File: src/rtl/tetris_pkg.sv
// -----------------------------------------------------------------------------
// tetris_pkg
// Shared playfield dimensions, board/row types and the line-clear FSM state
// encoding used by row_clear_ctrl and board_row_shift.
//   BLOCKS_WIDE : cells per row (14)
//   BLOCKS_HIGH : rows per board (18)
//   BOARD_BITS  : flattened board width, row r at [BLOCKS_WIDE*r +: BLOCKS_WIDE]
// -----------------------------------------------------------------------------
package tetris_pkg;

  localparam int BLOCKS_WIDE = 14;
  localparam int BLOCKS_HIGH = 18;
  localparam int BOARD_BITS  = BLOCKS_WIDE * BLOCKS_HIGH;

  typedef enum logic [1:0] {
    IDLE  = 2'd0,
    SCAN  = 2'd1,
    SHIFT = 2'd2,
    DONE  = 2'd3
  } state_t;

  typedef logic [4:0] row_t;

endpackage

File: src/rtl/board_row_shift.sv
// -----------------------------------------------------------------------------
// board_row_shift
// Combinational row removal: deletes row `row` from the board, moves every row
// above it down by one, and fills row 0 (the top) with empty cells. Rows below
// `row` pass through untouched.
// Ports:
//   board_in  : board before removal (row 0 = top)
//   row       : index of the row to remove
//   board_out : board after removal
// -----------------------------------------------------------------------------
module board_row_shift
  import tetris_pkg::*;
(
  input  logic [BOARD_BITS-1:0] board_in,
  input  row_t                  row,
  output logic [BOARD_BITS-1:0] board_out
);

  always_comb begin
    board_out = board_in;
    for (int r = 0; r < BLOCKS_HIGH; r++) begin
      if (r == 0) begin
        // The top row always becomes empty, even when row 0 itself is removed.
        board_out[0 +: BLOCKS_WIDE] = '0;
      end else if (r <= int'(row)) begin
        board_out[r*BLOCKS_WIDE +: BLOCKS_WIDE] = board_in[(r-1)*BLOCKS_WIDE +: BLOCKS_WIDE];
      end
    end
  end

endmodule

File: src/rtl/row_clear_ctrl.sv
// -----------------------------------------------------------------------------
// row_clear_ctrl
// Line-clear sequencer. On an accepted Start it snapshots the landed board,
// scans rows bottom-up one per cycle, removes each full row (shifting the rows
// above down) and re-checks the same row index, then pulses Done.
// Ports:
//   Clk, Rst_n    : clock (rising edge), async active-low reset
//   Pause         : freezes every register while high
//   Start         : one-cycle request, accepted only in IDLE without Pause
//   Game_in       : landed board from piece-lock logic
//   Game_out      : internal board register (cleaned board when Done)
//   Busy          : high in SCAN, SHIFT and DONE
//   Done          : high for the single DONE cycle (held while paused)
//   Lines_cleared : rows removed in the current/last pass
//   Total_lines   : saturating total of removed rows since reset
// -----------------------------------------------------------------------------
module row_clear_ctrl
  import tetris_pkg::*;
(
  input  logic                  Clk,
  input  logic                  Rst_n,
  input  logic                  Pause,
  input  logic                  Start,
  input  logic [BOARD_BITS-1:0] Game_in,
  output logic [BOARD_BITS-1:0] Game_out,
  output logic                  Busy,
  output logic                  Done,
  output logic [4:0]            Lines_cleared,
  output logic [15:0]           Total_lines
);

  state_t                  state_q, state_d;
  row_t                    row_q, row_d;
  logic [BOARD_BITS-1:0]   board_d;
  logic [BOARD_BITS-1:0]   shifted;
  logic [4:0]              lines_d;
  logic [15:0]             total_d;
  logic                    busy_d, done_d;
  logic                    row_full;

  board_row_shift u_shift (
    .board_in  (Game_out),
    .row       (row_q),
    .board_out (shifted)
  );

  assign row_full = &Game_out[row_q*BLOCKS_WIDE +: BLOCKS_WIDE];

  always_ff @(posedge Clk or negedge Rst_n) begin
    if (!Rst_n) begin
      state_q       <= IDLE;
      row_q         <= '0;
      Game_out      <= '0;
      Lines_cleared <= '0;
      Total_lines   <= '0;
      Busy          <= 1'b0;
      Done          <= 1'b0;
    end else begin
      state_q       <= state_d;
      row_q         <= row_d;
      Game_out      <= board_d;
      Lines_cleared <= lines_d;
      Total_lines   <= total_d;
      Busy          <= busy_d;
      Done          <= done_d;
    end
  end

  // Everything defaults to hold, so Pause simply skips the state update.
  // Busy/Done are derived from the next state so they are registered outputs.
  always_comb begin
    state_d = state_q;
    row_d   = row_q;
    board_d = Game_out;
    lines_d = Lines_cleared;
    total_d = Total_lines;

    if (!Pause) begin
      case (state_q)
        IDLE: begin
          if (Start) begin
            board_d = Game_in;
            row_d   = row_t'(BLOCKS_HIGH - 1);
            lines_d = '0;
            state_d = SCAN;
          end
        end
        SCAN: begin
          if (row_full) begin
            state_d = SHIFT;
          end else if (row_q == '0) begin
            state_d = DONE;
          end else begin
            row_d = row_q - 5'd1;
          end
        end
        SHIFT: begin
          // Row index is kept so the row that dropped in is re-checked.
          board_d = shifted;
          lines_d = Lines_cleared + 5'd1;
          if (Total_lines != 16'hFFFF) begin
            total_d = Total_lines + 16'd1;
          end
          state_d = SCAN;
        end
        DONE: begin
          state_d = IDLE;
        end
        default: begin
          state_d = IDLE;
        end
      endcase
    end

    busy_d = (state_d != IDLE);
    done_d = (state_d == DONE);
  end

endmodule
File: config.mk
export PLATFORM = sky130hd
export DESIGN_NAME = row_clear_ctrl
export DESIGN_NICKNAME = d
export VERILOG_FILES = /design/src/rtl/tetris_pkg.sv /design/src/rtl/board_row_shift.sv /design/src/rtl/row_clear_ctrl.sv
export SDC_FILE = /design/constraint.sdc
export NUM_CORES = 1
export LEC_CHECK = 0
export ABC_AREA = 1
export ABC_CLOCK_PERIOD_IN_PS = 2810
export CORE_AREA = 2 2 204 206
export DETAILED_ROUTE_END_ITERATION = 8
export DIE_AREA = 0 0 206 208
export PLACE_DENSITY = 0.82
export SETUP_SLACK_MARGIN = 0.02
export SLEW_MARGIN = 20
export SYNTH_ARGS = -nofsm -noshare
export SYNTH_HDL_FRONTEND = slang
export SYNTH_SLANG_ARGS = --single-unit
File: constraint.sdc
create_clock -name Clk -period 2.81 [get_ports Clk]
set_input_delay 0.562 -clock Clk [delete_from_list [all_inputs] [get_ports Clk]]
set_output_delay 0.562 -clock Clk [all_outputs]
set_load 0.02 [all_outputs]
==> reports/results.tsv, run 1 <==
metric	value	unit
crit start category	register	
Post-Synthesis Cells	2108	
DRC	0	
CTS Buf Count	35	
final instance area	23100	µm²
Final Util	56.9	%
Initial Util	39.1	%
synth unique cells	40	
asr flop ratio synth	100	%
# rows	74	
synthesized area per cell	7.53	µm²
worst slew margin relative to its limit	35.9	%
status	complete, no violations	
Final Hold Slack	0.0115	ns
cell family with most CP delay	simple AND/OR/NAND/NOR gates	
Critical Path AT	3.11	ns
Total GRT Usage	32.7	%
Max clock buf depth	3	
count of final max-slew check failures	0	
CP Capture Type	register	
I/O pins	531	
share of Yosys cell area claimed by the top area cell type	44.4	%
biggest area consumer among synthesized cells	dfrtp_1	
Routed Antenna Nets	0	
number of flops mapped to enable cells by yosys	0	
Clock Tree Root	clkbuf_16	
port buffer count	530	
grt ovf	0	
initial antenna violation count	3	
Warnings, synthesis	0	
Synth top cells by count	624 x nand2_1, 282 x dfrtp_1, 276 x inv_1, 254 x o211ai_1, 235 x o21ai_0	
DP Area	21800	µm²
Via Count	17539	
Synth Register Bits	282	
drt wl/cell	22.8	µm
Die H	208	µm
share of cells above drive strength 1	5.71	%
reg-to-reg endpoint	row_q[1]	
largest net degree at the start of global routing	155	
pre-CTS setup slack	-0.0101	ns
Post-Synthesis Net Count	2371	
Worst-Skew Late Latency	0.54	ns
final WL	71.7	mm
Inst Count DP	3086	
Most common cell on crit path	nand2_1	
Die W	206	µm
r2r setup slk	0.17	ns
Final TNS setup	0	ns
PD cells	1200	nW/µm²
clk sinks	282	
htree depth	2	
period utilization	93.9	%
Syn Std Cell Area	15900	µm²
Max Cap Viol	0	
Peak VDD IR	0.000834	V
PostCTS Resize Cnt	0	
CP Max Fanout	70	
Post-layout nets	2855	
Design Power	27.7	mW
leakage	9.89	nW
Buffers & Inverters on Critical Path	3	
Final Hold Vio Count	0	
most common cell in the netlist	nand2_1	
placer congestion estimate	1.02	
post-DR vias/cell	5.58	
Area Overhead vs Synth	45.4	%
required time worst endpoint	3.28	ns
Worst Skew	0.0144	ns
transition time of the tightest slew-check pin	0.961	ns
Iter 0 DRT Violations	1623	
Worst path max stage delay	0.45	ns
vias in the first global route	17231	
FF-to-FF path depth	18	
register clock-pin slew on the reported worst setup and hold paths	0.06	ns
Setup violations, final	0	
maximum clock rate	0.379	GHz
final non-filler cell total	3145	
drt pass-1 iters	8	
RSZ-0062 raised after global routing	false	
hold_buf cts	0	
critical path cell sequence	buf_12 -> nand2_2 -> nor2_4 -> nand2_1 -> nand3_1 -> o21ai_0 -> buf_4 -> nand3_1 -> nand2_1 -> inv_1 -> nand2_1 -> nor2_1 -> nand2_1 -> nand2_2 -> nand2_2 -> nand2_2 -> nand2_1 -> nand2_1	
RR Startpoint	row_q[0]	
fin crit period	2.64	ns
Hold WC Path Type	primary input to asynchronous set/reset pin	
sequential area share after synthesis	44.4	%
Most used DFF post-synth	dfrtp_1	
Final WS setup	0.170	ns
Area contributors post-synth	dfrtp_1 44%, nand2_1 15%, o211ai_1 12%, o21ai_0 7.4%, inv_1 6.5%	
WS Path Type	register to register	
Max stage delay cell, worst path	dfrtp_4	
first-pass GRT wire length	106	mm
core area	40600	µm²
TritonCTS clock tree	built	
die area	42800	µm²
detailed-placement wirelength estimate	54.9	mm
flip-flops by register name, indices dropped and copies added (netlist names):
name	flops
Done	1
row_q	5
Lines_cleared	5
state_q	2
Busy	1
Game_out	252
Total_lines	16
worst reg2reg max path, stage by stage, from the launching register on:
cell and delay [ns]:
dfrtp_4 0.45, buf_12 0.30, nand2_2 0.21, nor2_4 0.28
nand2_1 0.10, nand3_1 0.09, o21ai_0 0.13, buf_4 0.19
nand3_1 0.08, nand2_1 0.06, inv_1 0.04, nand2_1 0.04
nor2_1 0.09, nand2_1 0.08, nand2_2 0.08, nand2_2 0.10
nand2_2 0.12, nand2_1 0.06, nand2_1 0.08
repair_timing:
item,in CTS,in global routing
buffers inserted,0,1
hold endpoints to repair,0,0
endpoints found under the setup margin,0,14
layer usage:
| metal | up-vias | GRT usage [%] | part of all wire, % |
|---|---|---|---|
| li1 | 7965 | - | - |
| met1 | 8363 | 39.5 | 37 |
| met2 | 1032 | 55.1 | 48 |
| met3 | 177 | 6.94 | 9.7 |
| met4 | 2 | 16.1 | 5.1 |
| met5 | - | 0 | 0.015 |
cell usage in the layout (no fill, tap or decap), types with 5 or more instances in the layout:
cell type        instances
nand2_1                624
clkdlybuf4s50_1        529
dfrtp_1                281
inv_1                  276
o211ai_1               254
o21ai_0                235
nand3_1                109
o21ai_1                 46
nor2_1                  41
clkbuf_16               37
buf_4                   37
a31oi_1                 16
buf_12                  16
xor2_1                   9
inv_2                    8
nor2_2                   7
xnor2_1                  7
ha_1                     7
bufinv_16                6
a31oi_2                  5
a21oi_2                  5
nor3_1                   5
clkinv_2                 5
kinds of logic (layout without fill, tap and decap cells):
family          after synthesis  count (layout)  synth area share [%]
simple gates                803             803                  20.4
buf+inv                     421             924                  10.6
fa+ha+maj                     7               7                 0.552
other cells                   0               2                     0
flops                       282             282                  44.4
compound gates              579             579                  23.1
xor+xnor                     16              16                 0.883
worst max path at each step:
stage | endpoint | from | slack, ns | depth (start not counted)
finish | row_q[1] | row_q[0] | 0.17 | 18
floorplan | Total_lines[13] | Total_lines[0] | 0.73 | 13
detailed placement | Game_out[37] | Start | -0.01 | 8
global route | row_q[1] | row_q[0] | 0.02 | 18
global placement | Game_out[37] | Start | 0.08 | 8
CTS | Game_out[28] | row_q[0] | 0.23 | 7
area by class of cell:
| cell class | instances | area (µm²) |
|---|---|---|
| sequential | 282 | 7060 |
| clock buffer | 43 | 978 |
| inverter | 285 | 1070 |
| fill | 3783 | 17500 |
| timing repair buffer | 583 | 5910 |
| clock inverter | 13 | 221 |
| antenna | 2 | 5.00 |
| tap | 532 | 666 |
| multi-input combinational | 1405 | 7170 |
power breakdown:
group | internal (mW) | switching (mW)
clock | 3.01 | 1.85
sequential | 5.93 | 1.76
combinational | 5.75 | 9.45
No activity file was read; power rests on OpenSTA's default activity.
==> run 2: changes to the inputs <==
--- a/config.mk
+++ b/config.mk
@@ -5,12 +5,10 @@
 export SDC_FILE = /design/constraint.sdc
 export NUM_CORES = 1
 export LEC_CHECK = 0
-export ABC_AREA = 1
-export ABC_CLOCK_PERIOD_IN_PS = 2810
-export CORE_AREA = 2 2 204 206
+export CORE_AREA = 2 2 207 209
 export DETAILED_ROUTE_END_ITERATION = 8
-export DIE_AREA = 0 0 206 208
-export PLACE_DENSITY = 0.82
+export DIE_AREA = 0 0 209 211
+export PLACE_DENSITY = 0.78
 export SETUP_SLACK_MARGIN = 0.02
 export SLEW_MARGIN = 20
 export SYNTH_ARGS = -nofsm -noshare
==> reports/results.tsv, run 2 <==
metric	value	unit	change
status	finished, violations left		
failing checks	setup timing		
synth unique cells	64		+60%
# rows	75		+1.4%
most common cell in the netlist	nand2_1		
Total GRT Usage	32.5	%	-0.26 points
vias in the first global route	16533		-4.1%
synthesized area per cell	8.63	µm²	+15%
worst slew margin relative to its limit	53.6	%	+18 points
placer congestion estimate	0.970		-4.7%
Post-Synthesis Cells	1747		-17%
htree depth	2		unchanged
Design Power	30.3	mW	+9.2%
Largest regs	Game_out x252, Total_lines x16		
core area	41800	µm²	+3.0%
biggest area consumer among synthesized cells	dfrtp_1		
die area	44100	µm²	+2.9%
Syn Std Cell Area	15100	µm²	-5.1%
CP Max Fanout	8		-89%
number of flops mapped to enable cells by yosys	0		unchanged
port buffer count	530		unchanged
grt ovf	0		unchanged
Area Overhead vs Synth	56.3	%	
Synth Register Bits	282		unchanged
Final Hold Vio Count	0		unchanged
RR Startpoint	row_q[0]		
critical path cell sequence	buf_12 -> buf_12 -> mux4_2 -> a2111oi_4 -> buf_4 -> a211oi_1 -> nand4_1 -> nor4_4 -> buf_4 -> buf_4 -> nor2_2 -> mux2i_1 -> a21oi_1		
Most used DFF post-synth	dfrtp_1		
first-pass GRT wire length	107	mm	+1.6%
maximum clock rate	0.343	GHz	-9.3%
PD cells	1290	nW/µm²	+7.0%
Die W	209	µm	+1.5%
DRC	0		unchanged
hold_buf cts	0		unchanged
Max Cap Viol	0		unchanged
sequential area share after synthesis	46.8	%	+2.4 points
share of Yosys cell area claimed by the top area cell type	46.8	%	+2.4 points
Final WS setup	-0.102	ns	-0.272 ns
initial antenna violation count	3		unchanged
transition time of the tightest slew-check pin	0.696	ns	-0.265 ns
post-DR vias/cell	5.69		+2.0%
pre-CTS setup slack	-0.240	ns	-0.230 ns
crit start category	register		
final WL	72.6	mm	+1.3%
drt pass-1 iters	5		-3
Warnings, synthesis	0		unchanged
Peak VDD IR	0.000677	V	-19%
Area contributors post-synth	dfrtp_1 47%, nand2_1 12%, a31oi_1 9.0%, nor2_1 6.1%, mux2i_1 5.7%		
Initial Util	36.1	%	-3.1 points
largest net degree at the start of global routing	95		-39%
Hold WC Path Type	primary input to asynchronous set/reset pin		
WS Path Type	register to register		
Worst-Skew Late Latency	0.54	ns	about the same
I/O pins	531		unchanged
fin crit period	2.91	ns	+0.272 ns
CP Capture Type	register		
share of cells above drive strength 1	13.8	%	+8.1 points
Routed Antenna Nets	0		unchanged
asr flop ratio synth	100	%	unchanged
register clock-pin slew on the reported worst setup and hold paths	0.06	ns	about the same
RSZ-0062 raised after global routing	true		
cell family with most CP delay	buffers and inverters		
most frequent cells in the layout	529 x clkdlybuf4s50_1, 484 x nand2_1, 279 x dfrtp_1		
Setup violations, final	6		+6
Buffers & Inverters on Critical Path	5		+2
Die H	211	µm	+1.4%
TritonCTS clock tree	built		
max reg flops	252		unchanged
Max clock buf depth	3		unchanged
most common cell after layout, fill and taps aside	clkdlybuf4s50_1		
final non-filler cell total	2930		-6.8%
Inst Count DP	2862		-7.3%
required time worst endpoint	3.23	ns	-0.05 ns
Reg with most FFs	Game_out		
Via Count	16660		-5.0%
Synth top cells by count	485 x nand2_1, 282 x dfrtp_1, 246 x nor2_1, 216 x a31oi_1, 100 x clkbuf_1		
Post-Synthesis Net Count	2010		-15%
count of final max-slew check failures	0		unchanged
Post-layout nets	2631		-7.8%
Clock Tree Root	clkbuf_16		
CTS Buf Count	34		-2.9%
leakage	9.89	nW	about the same
Worst Skew	0.0115	ns	-0.00293 ns
Iter 0 DRT Violations	2022		+25%
detailed-placement wirelength estimate	55.5	mm	+1.0%
clk sinks	282		unchanged
Critical Path AT	3.33	ns	+0.22 ns
drt wl/cell	24.8	µm	+8.7%
Max stage delay cell, worst path	dfrtp_4		
Most common cell on crit path	buf_4		
period utilization	104	%	+9.7 points
critical path startpoint	row_q[0]		
Worst path max stage delay	0.52	ns	+0.07 ns
-- run 2: cell types whose count changed after synthesis, sizes merged, moves of 19 or more --
cell    delta
nand3     -90
o211ai   -251
o21ai    -222
mux2i     +86
a21oi     +19
nor2     +194
inv      -278
clkbuf    +27
nand2    -143
a31oi    +195
mux4      +24
buf       -28
-- run 2: final cells by class --
type,count,area [µm²]
Clock buffer,45,953
Antenna cell,2,5.00
Fill cell,3647,18200
Sequential cell,282,7060
Multi-Input combinational cell,1325,7640
Timing Repair Buffer,719,7050
Clock inverter,12,150
Inverter,6,22.5
Tap cell,539,674
-- run 2: cell families (layout without fill, tap and decap cells) --
kind of cell             count (synthesis)  count (layout)  share of synthesized area [%]
flip-flops                             282             282                           46.8
multiplexers                           120             120                           10.0
AND/OR/NAND/NOR                        803             803                           21.3
adder cells (fa/ha/maj)                  7               7                          0.581
AO/OA/AOI/OAI                          376             377                           16.0
XOR/XNOR                                18              18                           1.05
other                                    0               2                              0
buffers and inverters                  141             782                           4.26
-- run 2: final timing paths --
path	slack, ns	to	cells after the start
max	-0.10	row_q[0]	13
min	0.04	Game_out[185]	1
max reg2reg	-0.10	row_q[0]	13
min reg2reg	0.49	Total_lines[9]	1
max in group asynchronous	1.98	Total_lines[7]	2
min in group Clk	0.49	Total_lines[9]	1
-- run 2: repair_timing --
action                     in CTS  in global routing
pin swaps                      15                  4
setup endpoints to repair       9                 15
resized for setup              35                 22
cloned                          1                  1
setup buffers                   6                  1
-- run 2: metrics by stage --
step / setup TNS, ns / utilization [%] / hold WS (ns) / instance area (µm²)
2_1_floorplan: 0 / - / 0.266 / 15100
3_3_place_gp: -0.910 / 53.0 / 0.477 / 22100
3_5_place_dp: -1.13 / 53.0 / 0.485 / 22100
4_1_cts: -0.371 / 56.1 / 0.0493 / 23400
5_1_grt: -1.17 / 56.4 / 0.0813 / 23600
6_report: -0.423 / 56.4 / 0.0405 / 23600
-- run 2: report_power, final --
part | switching (mW) | leakage [nW] | internal, mW | total (mW)
Combinational | 9.09 | 6.11 | 7.96 | 17.0
Sequential | 2.88 | 3.24 | 5.93 | 8.80
Clock | 1.80 | 0.546 | 2.66 | 4.46
Total | 13.8 | 9.89 | 16.6 | 30.3
-- run 2: per-layer routing --
| metal | wire, µm | track usage, % | part of all wire [%] |
|---|---|---|---|
| met4 | 3380 | 14.8 | 4.7 |
| met2 | 34000 | 52.3 | 47 |
| met3 | 6340 | 6.18 | 8.7 |
| met5 | 0 | 0 | 0 |
| met1 | 28900 | 42.6 | 40 |
